File: config.mk
export PLATFORM = sky130hd
export DESIGN_NAME = card_match_engine
export DESIGN_NICKNAME = d
export VERILOG_FILES = /design/src/rtl/card_match_engine_pkg.sv /design/src/rtl/card_match_engine_delay_timer.sv /design/src/rtl/card_match_engine.sv
export SDC_FILE = /design/constraint.sdc
export NUM_CORES = 1
export LEC_CHECK = 0
export CORE_MARGIN = 5
export CORE_UTILIZATION = 57
export DETAILED_ROUTE_END_ITERATION = 16
export PLACE_DENSITY = 0.88
export SYNTH_ARGS = -nofsm -noshare
export SYNTH_HDL_FRONTEND = slang
export SYNTH_SLANG_ARGS = --single-unit
File: constraint.sdc
create_clock -name clk -period 5.6 [get_ports clk]
set_input_delay 0.56 -clock clk [delete_from_list [all_inputs] [get_ports clk]]
set_output_delay 0.56 -clock clk [all_outputs]
set_load 0.05 [all_outputs]
File: src/rtl/card_match_engine_pkg.sv
// Shared card-game definitions: board geometry, FSM encodings and the symbol
// lookup used by both the shuffler and the match engine.
package card_match_engine_pkg;

  localparam int NUM_CARDS = 16;
  localparam int SYM_W     = 3;
  localparam int NUM_PAIRS = 8;
  localparam int IDX_W     = 4;
  localparam int MAP_W     = NUM_CARDS * SYM_W;

  typedef enum logic [2:0] {
    ST_IDLE    = 3'd0,
    ST_PICK1   = 3'd1,
    ST_PICK2   = 3'd2,
    ST_COMPARE = 3'd3,
    ST_SHOW    = 3'd4,
    ST_WIN     = 3'd5
  } card_state_t;

  // Card i occupies map[3i +: 3]; the map is ascending, so map[3i] is the MSB.
  function automatic logic [SYM_W-1:0] card_sym(input logic [0:MAP_W-1] map,
                                                input logic [IDX_W-1:0] idx);
    return map[SYM_W * int'(idx) +: SYM_W];
  endfunction

endpackage

File: src/rtl/card_match_engine_delay_timer.sv
// One-shot delay: after start, counts 0..HIDE_CYCLES-1 and flags done on the
// terminal count. clear aborts a pending countdown without firing done.
module delay_timer
  #(
    parameter int HIDE_CYCLES = 25_000_000,
    parameter int CNT_W       = 25
  )
  (
    input  logic clk,
    input  logic resetn,
    input  logic clear,
    input  logic start,
    output logic done
  );

  localparam logic [CNT_W-1:0] TERM = CNT_W'(HIDE_CYCLES - 1);

  logic [CNT_W-1:0] cnt_r;
  logic             run_r;

  // Countdown state; clear has priority so a reload can never leak a done.
  always_ff @(posedge clk or negedge resetn) begin
    if (!resetn) begin
      cnt_r <= '0;
      run_r <= 1'b0;
    end else if (clear) begin
      cnt_r <= '0;
      run_r <= 1'b0;
    end else if (start) begin
      cnt_r <= '0;
      run_r <= 1'b1;
    end else if (run_r) begin
      if (cnt_r == TERM) begin
        cnt_r <= '0;
        run_r <= 1'b0;
      end else begin
        cnt_r <= cnt_r + CNT_W'(1);
        run_r <= 1'b1;
      end
    end else begin
      cnt_r <= cnt_r;
      run_r <= run_r;
    end
  end

  assign done = run_r && (cnt_r == TERM);

endmodule

File: src/rtl/card_match_engine.sv
// Memory-game match engine: accepts two card picks, compares their symbols,
// keeps matches face-up and hides mismatches after a timed display.
module card_match_engine
  import card_match_engine_pkg::*;
  #(
    parameter int HIDE_CYCLES = 25_000_000,
    parameter int CNT_W       = 25
  )
  (
    input  logic                 clk,
    input  logic                 resetn,
    input  logic                 load,
    input  logic [0:MAP_W-1]     map_in,
    input  logic                 sel_valid,
    input  logic [IDX_W-1:0]     sel_idx,
    output logic [NUM_CARDS-1:0] face_up,
    output logic [NUM_CARDS-1:0] matched,
    output logic [3:0]           pair_cnt,
    output logic [7:0]           attempts,
    output logic                 result_valid,
    output logic                 result_match,
    output logic                 ready,
    output logic                 win
  );

  card_state_t          state_r, state_nxt_s;
  logic [0:MAP_W-1]     map_r, map_nxt_s;
  logic [IDX_W-1:0]     first_r, first_nxt_s;
  logic [IDX_W-1:0]     second_r, second_nxt_s;
  logic [NUM_CARDS-1:0] face_up_r, face_up_nxt_s;
  logic [NUM_CARDS-1:0] matched_r, matched_nxt_s;
  logic [3:0]           pair_cnt_r, pair_cnt_nxt_s;
  logic [7:0]           attempts_r, attempts_nxt_s;
  logic                 result_valid_r, result_valid_nxt_s;
  logic                 result_match_r, result_match_nxt_s;
  logic                 ready_r, ready_nxt_s;
  logic                 win_r, win_nxt_s;

  logic                 sel_ok_s;
  logic                 sym_eq_s;
  logic [NUM_CARDS-1:0] sel_mask_s;
  logic [NUM_CARDS-1:0] pair_mask_s;
  logic                 timer_start_s;
  logic                 timer_clear_s;
  logic                 timer_done_s;

  // ready_r mirrors PICK1/PICK2, so it doubles as the state qualifier here.
  assign sel_ok_s    = sel_valid && ready_r && (face_up_r[sel_idx] == 1'b0);
  assign sel_mask_s  = 16'h0001 << sel_idx;
  assign pair_mask_s = (16'h0001 << first_r) | (16'h0001 << second_r);
  assign sym_eq_s    = (card_sym(map_r, first_r) == card_sym(map_r, second_r));

  delay_timer #(
    .HIDE_CYCLES (HIDE_CYCLES),
    .CNT_W       (CNT_W)
  ) u_hide_timer (
    .clk    (clk),
    .resetn (resetn),
    .clear  (timer_clear_s),
    .start  (timer_start_s),
    .done   (timer_done_s)
  );

  // Next-state and next-datapath logic; load overrides everything else.
  always_comb begin
    state_nxt_s        = state_r;
    map_nxt_s          = map_r;
    first_nxt_s        = first_r;
    second_nxt_s       = second_r;
    face_up_nxt_s      = face_up_r;
    matched_nxt_s      = matched_r;
    pair_cnt_nxt_s     = pair_cnt_r;
    attempts_nxt_s     = attempts_r;
    result_valid_nxt_s = 1'b0;
    result_match_nxt_s = result_match_r;
    timer_start_s      = 1'b0;
    timer_clear_s      = 1'b0;

    if (load) begin
      state_nxt_s        = ST_PICK1;
      map_nxt_s          = map_in;
      first_nxt_s        = '0;
      second_nxt_s       = '0;
      face_up_nxt_s      = '0;
      matched_nxt_s      = '0;
      pair_cnt_nxt_s     = 4'd0;
      attempts_nxt_s     = 8'd0;
      result_match_nxt_s = 1'b0;
      timer_clear_s      = 1'b1;
    end else begin
      case (state_r)
        ST_IDLE: begin
          state_nxt_s = ST_IDLE;
        end
        ST_PICK1: begin
          if (sel_ok_s) begin
            face_up_nxt_s = face_up_r | sel_mask_s;
            first_nxt_s   = sel_idx;
            state_nxt_s   = ST_PICK2;
          end else begin
            state_nxt_s = ST_PICK1;
          end
        end
        ST_PICK2: begin
          if (sel_ok_s) begin
            face_up_nxt_s = face_up_r | sel_mask_s;
            second_nxt_s  = sel_idx;
            state_nxt_s   = ST_COMPARE;
          end else begin
            state_nxt_s = ST_PICK2;
          end
        end
        ST_COMPARE: begin
          result_valid_nxt_s = 1'b1;
          result_match_nxt_s = sym_eq_s;
          if (attempts_r != 8'hFF) begin
            attempts_nxt_s = attempts_r + 8'd1;
          end else begin
            attempts_nxt_s = attempts_r;
          end
          if (sym_eq_s) begin
            matched_nxt_s  = matched_r | pair_mask_s;
            pair_cnt_nxt_s = pair_cnt_r + 4'd1;
            if (pair_cnt_r == 4'(NUM_PAIRS - 1)) begin
              state_nxt_s = ST_WIN;
            end else begin
              state_nxt_s = ST_PICK1;
            end
          end else begin
            timer_start_s = 1'b1;
            state_nxt_s   = ST_SHOW;
          end
        end
        ST_SHOW: begin
          if (timer_done_s) begin
            face_up_nxt_s = face_up_r & ~pair_mask_s;
            state_nxt_s   = ST_PICK1;
          end else begin
            state_nxt_s = ST_SHOW;
          end
        end
        ST_WIN: begin
          state_nxt_s = ST_WIN;
        end
        default: begin
          state_nxt_s = ST_IDLE;
        end
      endcase
    end

    ready_nxt_s = (state_nxt_s == ST_PICK1) || (state_nxt_s == ST_PICK2);
    win_nxt_s   = (state_nxt_s == ST_WIN);
  end

  // FSM state register.
  always_ff @(posedge clk or negedge resetn) begin
    if (!resetn) begin
      state_r <= ST_IDLE;
    end else begin
      state_r <= state_nxt_s;
    end
  end

  // Datapath and registered outputs.
  always_ff @(posedge clk or negedge resetn) begin
    if (!resetn) begin
      map_r          <= '0;
      first_r        <= '0;
      second_r       <= '0;
      face_up_r      <= '0;
      matched_r      <= '0;
      pair_cnt_r     <= 4'd0;
      attempts_r     <= 8'd0;
      result_valid_r <= 1'b0;
      result_match_r <= 1'b0;
      ready_r        <= 1'b0;
      win_r          <= 1'b0;
    end else begin
      map_r          <= map_nxt_s;
      first_r        <= first_nxt_s;
      second_r       <= second_nxt_s;
      face_up_r      <= face_up_nxt_s;
      matched_r      <= matched_nxt_s;
      pair_cnt_r     <= pair_cnt_nxt_s;
      attempts_r     <= attempts_nxt_s;
      result_valid_r <= result_valid_nxt_s;
      result_match_r <= result_match_nxt_s;
      ready_r        <= ready_nxt_s;
      win_r          <= win_nxt_s;
    end
  end

  assign face_up      = face_up_r;
  assign matched      = matched_r;
  assign pair_cnt     = pair_cnt_r;
  assign attempts     = attempts_r;
  assign result_valid = result_valid_r;
  assign result_match = result_match_r;
  assign ready        = ready_r;
  assign win          = win_r;

endmodule
==> summary.txt, run 1 <==
CTS
  – Max clock buf depth: 2
  – Post-CTS setup buffers: 0
  – Root Buffer: clkbuf_16
  – Clock-pin slew on the worst setup and hold paths: 60 ps
  – H-tree levels: 4
  – Post-CTS Hold Buffers: 0
  – Cts bufs inserted: 17
  – Num Clock Sinks: 133
  – TritonCTS clock tree: done
  – CTS resizes: 0
  – Clock latency on the worst-skew pair: around 430 ps

Run
  – Max-Cap Viols: 0

Floorplan
  – IO Pins: between 100 and 150
  – Die Area: roughly 0.018 mm^2
  – CORE AREA: between 0.015 and 0.02 mm^2
  – Die X: 134 um
  – FP Rows: 45
  – Initial Util: between 50% and 60%
  – Die Y: between 100 and 150 um

Logic synthesis
  – Mapped Nets: roughly 850
  – Post-synth EDFFs: 0
  – Synth area leader: dfrtp_1
  – Post-synth top flop: dfrtp_1
  – Synth Register Bits: ~130
  – Register area share after synthesis: 38.1%
  – Mapped Avg Cell Area: ~11 um^2
  – Most area-consuming cells after synthesis: dfrtp_1 38%, mux4_2 16%, mux2_2 7.9%
  – Distinct cells, synth: 67
  – Post-synth top area share: about two fifths
  – Synth Instances: ~780
  – Asr flop ratio synth: 100%
  – Synth Warn #: 0
  – Post-Syn Area: 0.00874 mm^2

Routing
  – Drt initial violations: 869
  – Total number of vias: ~7.0k
  – DRT Pass-1 Iters: 6
  – Final ANT Viol Nets: 0
  – Vias/cell: 6.62
  – Residual DRC: 0
  – Post-DR wirelength/cell: ~21 um
  – Final WL: 21900 um

GRT
  – Antenna violations before repair: 0
  – Total gr overflow: 0
  – Total track usage: between 20% and 30%
  – Largest net degree at the start of global routing: around 90
  – First-pass GRT wire length: 35800 um
  – Vias in the first global route: 6894

Cells and area
  – Layout Nets: 934
  – Core Util, Final: between 60% and 70%
  – Area Growth Syn to Fin: 20.4%
  – Footprint of the multi-input gates: slightly above 0.005 mm^2
  – Final cell count without fillers: ~1.1k
  – Layout cells sized above 1: a little over a fifth
  – Fillers: around 1.1k
  – FF+latch area: about 0.0033 mm^2
  – Ant. Diodes: 0

Worst setup path
  – Worst Path Max Fanout: 25
  – Crit start category: flip-flop
  – Req. time, crit path: between 5000 and 6000 ps
  – Critical path endpoint category: flip-flop
  – CP arrival: about 5200 ps
  – Kind of critical path: reg -> reg

Timing
  – RSZ-0062 raised after global routing: false
  – Final Cycle Share: 86.0%
  – Headroom to the max-slew limit: between 20% and 30%
  – Worst hold slack: 333 ps
  – F_max: about 0.21 GHz
  – Setup_tns: 0 ps
  – Final WS setup: between 700 and 800 ps
  – # setup viols final: 0
  – Crit path time final: just under 5000 ps
  – Final Hold Viols: 0
  – Worst slew pin tran: 1160 ps
  – Final Skew: 7.00 ps
  – Slew Viols, Final: 0

Outcome
  – Status: finished, final reports clean

Placed design
  – Post-Place Cells: ~1k
  – Pre-CTS WS: approximately 820 ps
  – RD Place Congestion: about 0.96
  – Post-DP HPWL: about 15000 um
  – Port buffer count: 103

Power
  – Maximum vdd drop: approximately 0.23 mV
  – Power Dens Cells: about 340 mW/mm^2
  – Leak: 4.19 nW

Min path
  – Hold WC Path Type: in -> async
==> through the flow <==
stage | cell area [um^2] | power (mW)
5_1_grt | 10500 | 3.67
3_3_place_gp | 9830 | 2.19
2_1_floorplan | 8740 | 1.96
4_1_cts | 10500 | 3.53
6_report | 10500 | 3.53
3_5_place_dp | 9830 | 2.22
==> worst paths after layout <==
check	startpoint	endpoint	slack, ps	depth (start not counted)
setup / recovery	first_r[1]	u_hide_timer.cnt_r[19]	780	13
hold / removal	resetn	u_hide_timer.cnt_r[16]	330	1
setup reg to reg	first_r[1]	u_hide_timer.cnt_r[19]	780	13
hold reg to reg	matched[1]	matched[1]	480	1
max in group asynchronous	resetn	map_r[36]	4090	2
min in group clk	matched[1]	matched[1]	480	1
==> cells in the final DEF, fill, tap and decap left out, types with 12 or more instances in the layout <==
master and instances:
a211oi_1 14, a21oi_1 40, a22oi_1 13, and3_1 13, buf_4 12, clkbuf_16 17
clkdlybuf4s50_1 101, dfrtp_1 133, ha_1 17, inv_1 17, mux2_2 61, mux2i_1 29
mux4_2 63, nand2_1 48, nand3_1 16, nor2_1 82, nor3_1 17, o21ai_0 24
xor2_1 12
==> synthesized netlist by cell type, drive strengths merged (3+ instances only) <==
library cell	instances
a211oi	14
a21o	4
a21oi	40
a22o	6
a22oi	13
and2	3
and3	14
buf	26
clkbuf	23
dfrtp	133
ha	17
inv	18
mux2	61
mux2i	29
mux4	66
nand2	48
nand2b	5
nand3	16
nand3b	4
nand4	11
nor2	82
nor2b	6
nor3	17
nor3b	4
nor4	8
o21a	10
o21ai	24
o22ai	5
o31ai	3
or3	3
or4	4
xnor2	12
xor2	15
==> cell type report <==
cell class              count  area share, %
clock buffers              18           4.08
clock inverters            13           2.41
inverters                  19          0.678
repair buffers            113           10.5
flip-flops and latches    133           31.6
multi-input cells         575           48.5
well taps                 188           2.24
==> per-layer routing <==
metal  GRT usage, %  wire length, um  vias up
met3           4.99             1720       71
met1           33.6             8810     3487
met4           9.37              525        0
met5              0                0        -
met2           40.5            10800      349
li1               -                -     3107
==> kinds of logic after synthesis <==
family,synth area share [%]
buffers and inverters,3.64
and+or+nand+nor,13.1
AOI/OAI and AO/OA,10.8
DFF,38.1
xor gates and xnor gates,3.09
muxes,28.3
adders and majority gates,2.89
==> critical path: stages (launching register included) <==
cell and delay, ps:
dfrtp_1 410, ha_1 300, inv_1 90, fa_1 480, xor2_2 650, buf_4 330, mux4_2 520, nand2_1 80
nand4_1 90, a41oi_1 370, xnor2_1 190, or3_1 430, a21o_1 480, nor3_1 290
==> power breakdown <==
part           switching, mW  internal (mW)
Clock                  0.421          0.877
Sequential             0.119           1.03
Combinational          0.565          0.520
==> registers in the layout, summed over array words and instances, names as in the netlist, 3 cells and up <==
name	cells
matched	16
state_r	3
attempts	8
first_r	4
u_hide_timer.cnt_r	25
second_r	4
map_r	48
pair_cnt	4
face_up	16
No activity file was read; power rests on OpenSTA's default activity.
==> inputs of run 2 (changes only) <==
--- a/config.mk
+++ b/config.mk
@@ -9,6 +9,7 @@
 export CORE_UTILIZATION = 57
 export DETAILED_ROUTE_END_ITERATION = 16
 export PLACE_DENSITY = 0.88
+export SLEW_MARGIN = 20
 export SYNTH_ARGS = -nofsm -noshare
 export SYNTH_HDL_FRONTEND = slang
 export SYNTH_SLANG_ARGS = --single-unit
==> run 2 against run 1 <==
  * First-iteration DRC count did not move
  * Hold slack got worse by 140 ps
  * Via count barely moved
  * Clock power barely moved
  * Largest power group unchanged
  * Critical path depth did not move
  * Utilization barely moved
  * Clock skew barely moved
  * Flip-flop and latch count did not move
  * Clock-buffer cell count did not move
  * Cell area barely moved
  * Highest routed layer unchanged
  * Setup slack barely moved
  * Register-to-register slack barely moved
  * Critical endpoint unchanged
==> summary.txt, run 2 (synthesized netlist as in run 1, its figures left out) <==
Worst setup path
  – CP arrival: 5150 ps (about the same)
  – R2r endpoint: u_hide_timer.cnt_r[19]
  – Reg-to-reg setup timing slack: 780 ps (about the same)
  – Crit start category: flip-flop
  – Worst Path Max Fanout: 25 (unchanged)
  – Req. time, crit path: 5930 ps (about the same)
  – Critical path endpoint category: flip-flop
  – Reg2Reg Depth: 13 (unchanged)
  – Kind of critical path: reg -> reg
  – Critical R2R Launch: first_r[1]

Floorplan
  – Initial Util: 57.7% (unchanged)
  – Die Area: 0.0179 mm^2 (unchanged)
  – CORE AREA: 0.0151 mm^2 (unchanged)
  – IO Pins: 104 (unchanged)
  – Die X: 134 um (unchanged)
  – Die Y: 134 um (unchanged)
  – FP Rows: 45 (unchanged)

Cells and area
  – Layout cells sized above 1: 20.9% (unchanged)
  – Area Growth Syn to Fin: 20.4% (about the same)
  – Layout Nets: 934 (unchanged)
  – Most common cell after layout, fill and taps aside: dfrtp_1
  – Commonest cells after routing, fill and taps aside: 133 x dfrtp_1, 101 x clkdlybuf4s50_1, 82 x nor2_1
  – Regs by FF count: map_r: 48 flops, u_hide_timer.cnt_r: 25 flops
  – Fillers: 1066 (-0.094%)
  – Number of flip-flops in the largest register: 48 (unchanged)
  – Ant. Diodes: 0 (unchanged)
  – Largest register by flop count: map_r

Timing
  – Worst hold slack: 189 ps (-144 ps)
  – Setup_tns: 0 ps (unchanged)
  – Headroom to the max-slew limit: 22.8% (+0.46 points)
  – Final Hold Viols: 0 (unchanged)
  – F_max: 0.208 GHz (about the same)
  – Slew Viols, Final: 0 (unchanged)
  – Final Cycle Share: 86.0% (about the same)
  – # setup viols final: 0 (unchanged)
  – RSZ-0062 raised after global routing: false
  – Final Skew: 7.00 ps (+0.00230 ps)
  – Crit path time final: 4820 ps (-0.0370 ps)
  – Worst slew pin tran: 1150 ps (-6.85 ps)

Placed design
  – RD Place Congestion: 0.957 (unchanged)
  – Post-DP HPWL: 15000 um (unchanged)
  – Port buffer count: 103 (unchanged)

Power
  – Leak: 4.19 nW (about the same)
  – Maximum vdd drop: 0.228 mV (about the same)
  – Clock Power Share: 36.8% (about the same)
  – Comb pwr share: 30.8% (about the same)
  – Switch Pwr: 1.10 mW (about the same)
  – Internal Power: 2.42 mW (about the same)
  – Flop pwr share: 32.5% (about the same)
  – Sw Share: 31.3% (about the same)
  – Power Dens Cells: 335 mW/mm^2 (about the same)

CTS
  – TritonCTS clock tree: done
  – Clock latency on the worst-skew pair: 430 ps (about the same)
  – Clock-pin slew on the worst setup and hold paths: 60 ps (about the same)
  – Num Clock Sinks: 133 (unchanged)
  – CTS resizes: 0 (unchanged)
  – H-tree levels: 4 (unchanged)
  – Post-CTS setup buffers: 0 (unchanged)
  – Max clock buf depth: 2 (unchanged)
  – Root Buffer: clkbuf_16
  – Post-CTS Hold Buffers: 0 (unchanged)
  – Cts bufs inserted: 17 (unchanged)

GRT
  – First-pass GRT wire length: 35800 um (unchanged)
  – Total track usage: 25.0% (unchanged)
  – Antenna violations before repair: 0 (unchanged)
  – Total gr overflow: 0 (unchanged)
  – Largest net degree at the start of global routing: 89 (unchanged)
  – Vias in the first global route: 6894 (unchanged)

Routing
  – Post-DR wirelength/cell: 20.7 um (about the same)
  – Final ANT Viol Nets: 0 (unchanged)
  – Vias/cell: 6.62 (about the same)
  – Drt initial violations: 869 (unchanged)
  – Total number of vias: 7010 (-0.057%)
  – Residual DRC: 0 (unchanged)
  – DRT Pass-1 Iters: 6 (unchanged)
  – Final WL: 21900 um (about the same)

Outcome
  – Status: finished, final reports clean

Run
  – Max-Cap Viols: 0 (unchanged)

Min path
  – Hold WC Path Type: in -> async
run 2: changes by cell type in the layout (fill, tap and decap cells not counted):
cell   change
buf_6      +1
buf_4      -1
run 2: metal layers:
metal / global-route usage [%] / vias to the layer above / part of all wire, %
li1: - / 3104 / -
met5: 0 / - / 0
met3: 4.99 / 73 / 7.8
met1: 33.6 / 3486 / 40
met2: 40.5 / 347 / 49
met4: 9.37 / 0 / 2.4
run 2: power groups by stage:
stage	combinational (mW)	clock [mW]	sequential, mW
floorplan	0.816	0	1.15
global placement	1.04	0	1.15
detailed placement	1.07	0	1.16
CTS	1.07	1.31	1.14
global route	1.17	1.35	1.16
finish	1.08	1.30	1.15
run 2: worst max-delay path by stage:
stage                     depth (start not counted)        start  slack (ps)                endpoint
after CTS                                        12   first_r[0]         820  u_hide_timer.cnt_r[19]
after global placement                           13   first_r[1]         960   u_hide_timer.cnt_r[3]
final                                            13   first_r[1]         780  u_hide_timer.cnt_r[19]
after floorplan                                  14  second_r[0]        1540             pair_cnt[3]
after detailed placement                         12   first_r[0]         820  u_hide_timer.cnt_r[13]
after global routing                             12   first_r[0]         460   u_hide_timer.cnt_r[5]
run 2: area by class of cell:
class                   count  area (um^2)  share of cell area [%]
flip-flops and latches    133         3330                    31.6
clock inverters            13          254                    2.41
multi-input cells         575         5100                    48.5
repair buffers            113         1100                    10.5
inverters                  19         71.3                   0.678
clock buffers              18          429                    4.08
well taps                 188          235                    2.24
run 2: metrics by stage:
step                      cell area, um^2  util, %  power, mW  cells  setup slack, ps
after floorplan                      8740        -       1.96    776             1540
after global placement               9830     64.9       2.19   1028              964
after detailed placement             9830     64.9       2.22   1028              821
after CTS                           10500     69.4       3.53   1059              820
after global routing                10500     69.5       3.67   1059              456
final                               10500     69.5       3.53   1059              784
run 2: critical path, stage by stage, from the launching register on:
cell	delay [ps]
dfrtp_1	410
ha_1	300
inv_1	90
fa_1	480
xor2_2	650
buf_4	330
mux4_2	520
nand2_1	80
nand4_1	90
a41oi_1	370
xnor2_1	190
or3_1	430
a21o_1	480
nor3_1	290
==> inputs of run 3 (changes only) <==
--- a/config.mk
+++ b/config.mk
@@ -7,7 +7,9 @@
 export LEC_CHECK = 0
 export CORE_MARGIN = 5
 export CORE_UTILIZATION = 57
+export CTS_CLUSTER_DIAMETER = 120
 export DETAILED_ROUTE_END_ITERATION = 16
+export MAX_ROUTING_LAYER = met4
 export PLACE_DENSITY = 0.88
 export SLEW_MARGIN = 20
 export SYNTH_ARGS = -nofsm -noshare
==> run 3 against run 2 <==
  * Global-route usage rose by 0.59 points
  * Highest routed layer unchanged
  * Sequential share of layout area rose by 0.32 points
  * Utilization fell by 0.69 points
  * Critical endpoint is now u_hide_timer.cnt_r[6]
  * Cell count did not move
==> summary.txt, run 3 (synthesized netlist as in run 1, its figures left out) <==
Routing
  – Post-DR wirelength/cell: 20.3 um (-2.0%)
  – Residual DRC: 0 (unchanged)
  – Total number of vias: 6859 (-2.2%)
  – Final ANT Viol Nets: 0 (unchanged)
  – Final WL: 21500 um (-2.0%)
  – DRT Pass-1 Iters: 6 (unchanged)
  – Drt initial violations: 810 (-6.8%)
  – Vias/cell: 6.48 (-2.2%)

Timing
  – Headroom to the max-slew limit: 31.2% (+8.4 points)
  – RSZ-0062 raised after global routing: false
  – Final Skew: 6.43 ps (-0.574 ps)
  – Setup_tns: 0 ps (unchanged)
  – Final Cycle Share: 83.9% (-2.1 points)
  – Crit path time final: 4700 ps (-117 ps)
  – F_max: 0.213 GHz (+2.5%)
  – Final WS setup: 901 ps (+117 ps)
  – Worst hold slack: 175 ps (-13.6 ps)
  – # setup viols final: 0 (unchanged)
  – Final Hold Viols: 0 (unchanged)
  – Worst slew pin tran: 1030 ps (-118 ps)
  – Slew Viols, Final: 0 (unchanged)

Placed design
  – RD Place Congestion: 0.960 (+0.37%)
  – DP Area: 0.00983 mm^2 (unchanged)
  – Pre-CTS WS: 928 ps (+107 ps)
  – Port buffer count: 103 (unchanged)
  – Post-Place Cells: 1028 (unchanged)
  – Post-DP HPWL: 14800 um (-1.4%)

CTS
  – Cts bufs inserted: 17 (unchanged)
  – Post-CTS Hold Buffers: 0 (unchanged)
  – Post-CTS setup buffers: 0 (unchanged)
  – Clock latency on the worst-skew pair: 430 ps (about the same)
  – Root Buffer: clkbuf_16
  – TritonCTS clock tree: done
  – Num Clock Sinks: 133 (unchanged)
  – CTS resizes: 0 (unchanged)
  – Clock-pin slew on the worst setup and hold paths: 60 ps (about the same)
  – Max clock buf depth: 2 (unchanged)
  – H-tree levels: 4 (unchanged)

Worst setup path
  – Critical path endpoint category: flip-flop
  – Worst Path Max Fanout: 29 (+16%)
  – Crit start category: flip-flop
  – CP arrival: 5030 ps (-120 ps)
  – Reg-to-reg setup timing slack: 900 ps (+120 ps)
  – Reg2Reg Depth: 13 (unchanged)
  – Kind of critical path: reg -> reg
  – Req. time, crit path: 5930 ps (about the same)

Cells and area
  – Commonest cells after routing, fill and taps aside: 133 x dfrtp_1, 101 x clkdlybuf4s50_1, 82 x nor2_1
  – Most common cell after layout, fill and taps aside: dfrtp_1
  – Post-route cell area: 0.0104 mm^2 (-1.0%)
  – Final cell count without fillers: 1059 (unchanged)
  – Layout cells sized above 1: 20.7% (-0.23 points)
  – Regs by FF count: map_r: 48 flops, u_hide_timer.cnt_r: 25 flops
  – Area Growth Syn to Fin: 19.2%
  – Ant. Diodes: 0 (unchanged)
  – Largest register by flop count: map_r
  – Number of flip-flops in the largest register: 48 (unchanged)
  – Layout Nets: 934 (unchanged)
  – Core Util, Final: 68.8% (-0.69 points)

Power
  – Pwr Total: 3.31 mW (-6.1%)
  – Power Dens Cells: 318 mW/mm^2 (-5.2%)
  – Leak: 4.13 nW (-1.4%)
  – Maximum vdd drop: 0.315 mV (+38%)

Floorplan
  – Initial Util: 57.7% (unchanged)
  – IO Pins: 104 (unchanged)
  – Die Y: 134 um (unchanged)
  – Die X: 134 um (unchanged)
  – FP Rows: 45 (unchanged)
  – Die Area: 0.0179 mm^2 (unchanged)
  – CORE AREA: 0.0151 mm^2 (unchanged)

GRT
  – Total gr overflow: 0 (unchanged)
  – Antenna violations before repair: 0 (unchanged)
  – Largest net degree at the start of global routing: 88 (-1.1%)
  – Total track usage: 25.6% (+0.59 points)
  – Vias in the first global route: 6947 (+0.77%)
  – First-pass GRT wire length: 35600 um (-0.66%)

Min path
  – Hold WC Path Type: in -> async

Run
  – Max-Cap Viols: 0 (unchanged)

Outcome
  – Status: finished, final reports clean
## run 3: cell types whose count changed in the layout (fill, tap and decap cells not counted), sizes merged
cell,previous run,this run
bufinv,7,2
clkbuf,18,23
clkinvlp,1,4
clkinv,5,3
inv,19,18
## run 3: final cells by class
class	count	area (um^2)
inverter	19	71.3
multi-input combinational	575	5100
tap	188	235
clock buffer	23	478
clock inverter	8	100
sequential	133	3330
fill	1070	4730
timing repair buffer	113	1100
## run 3: metal layers
layer	vias to the layer above	part of all wire [%]	GRT usage, %	routed length, um
met3	53	6.6	5.89	1420
met2	320	50	41.7	10800
li1	3095	-	-	-
met1	3391	41	31.9	8710
met5	-	0	-	0
met4	0	2.5	8.34	528
## run 3: worst paths after layout
path / from / to
hold reg to reg: matched[0] / matched[0]
setup / recovery: first_r[1] / u_hide_timer.cnt_r[6]
hold / removal: resetn / u_hide_timer.cnt_r[16]
setup reg to reg: first_r[1] / u_hide_timer.cnt_r[6]
min in group clk: matched[0] / matched[0]
max in group asynchronous: resetn / face_up[11]
## run 3: power by group
group | switching, mW | internal (mW) | total (mW)
combinational | 0.554 | 0.520 | 1.07
clock | 0.409 | 0.685 | 1.09
sequential | 0.117 | 1.03 | 1.14
total | 1.08 | 2.23 | 3.31
## run 3: worst max-delay path, cell delays in order, from the launching register on
cell and delay, ps:
dfrtp_1 410, ha_1 300, inv_1 90, fa_1 780, buf_4 410, mux2i_1 130, mux4_2 480, mux2_2 290
o32ai_1 110, a41oi_1 110, xnor2_1 250, or3_1 450, a21o_1 480, nor3_1 300
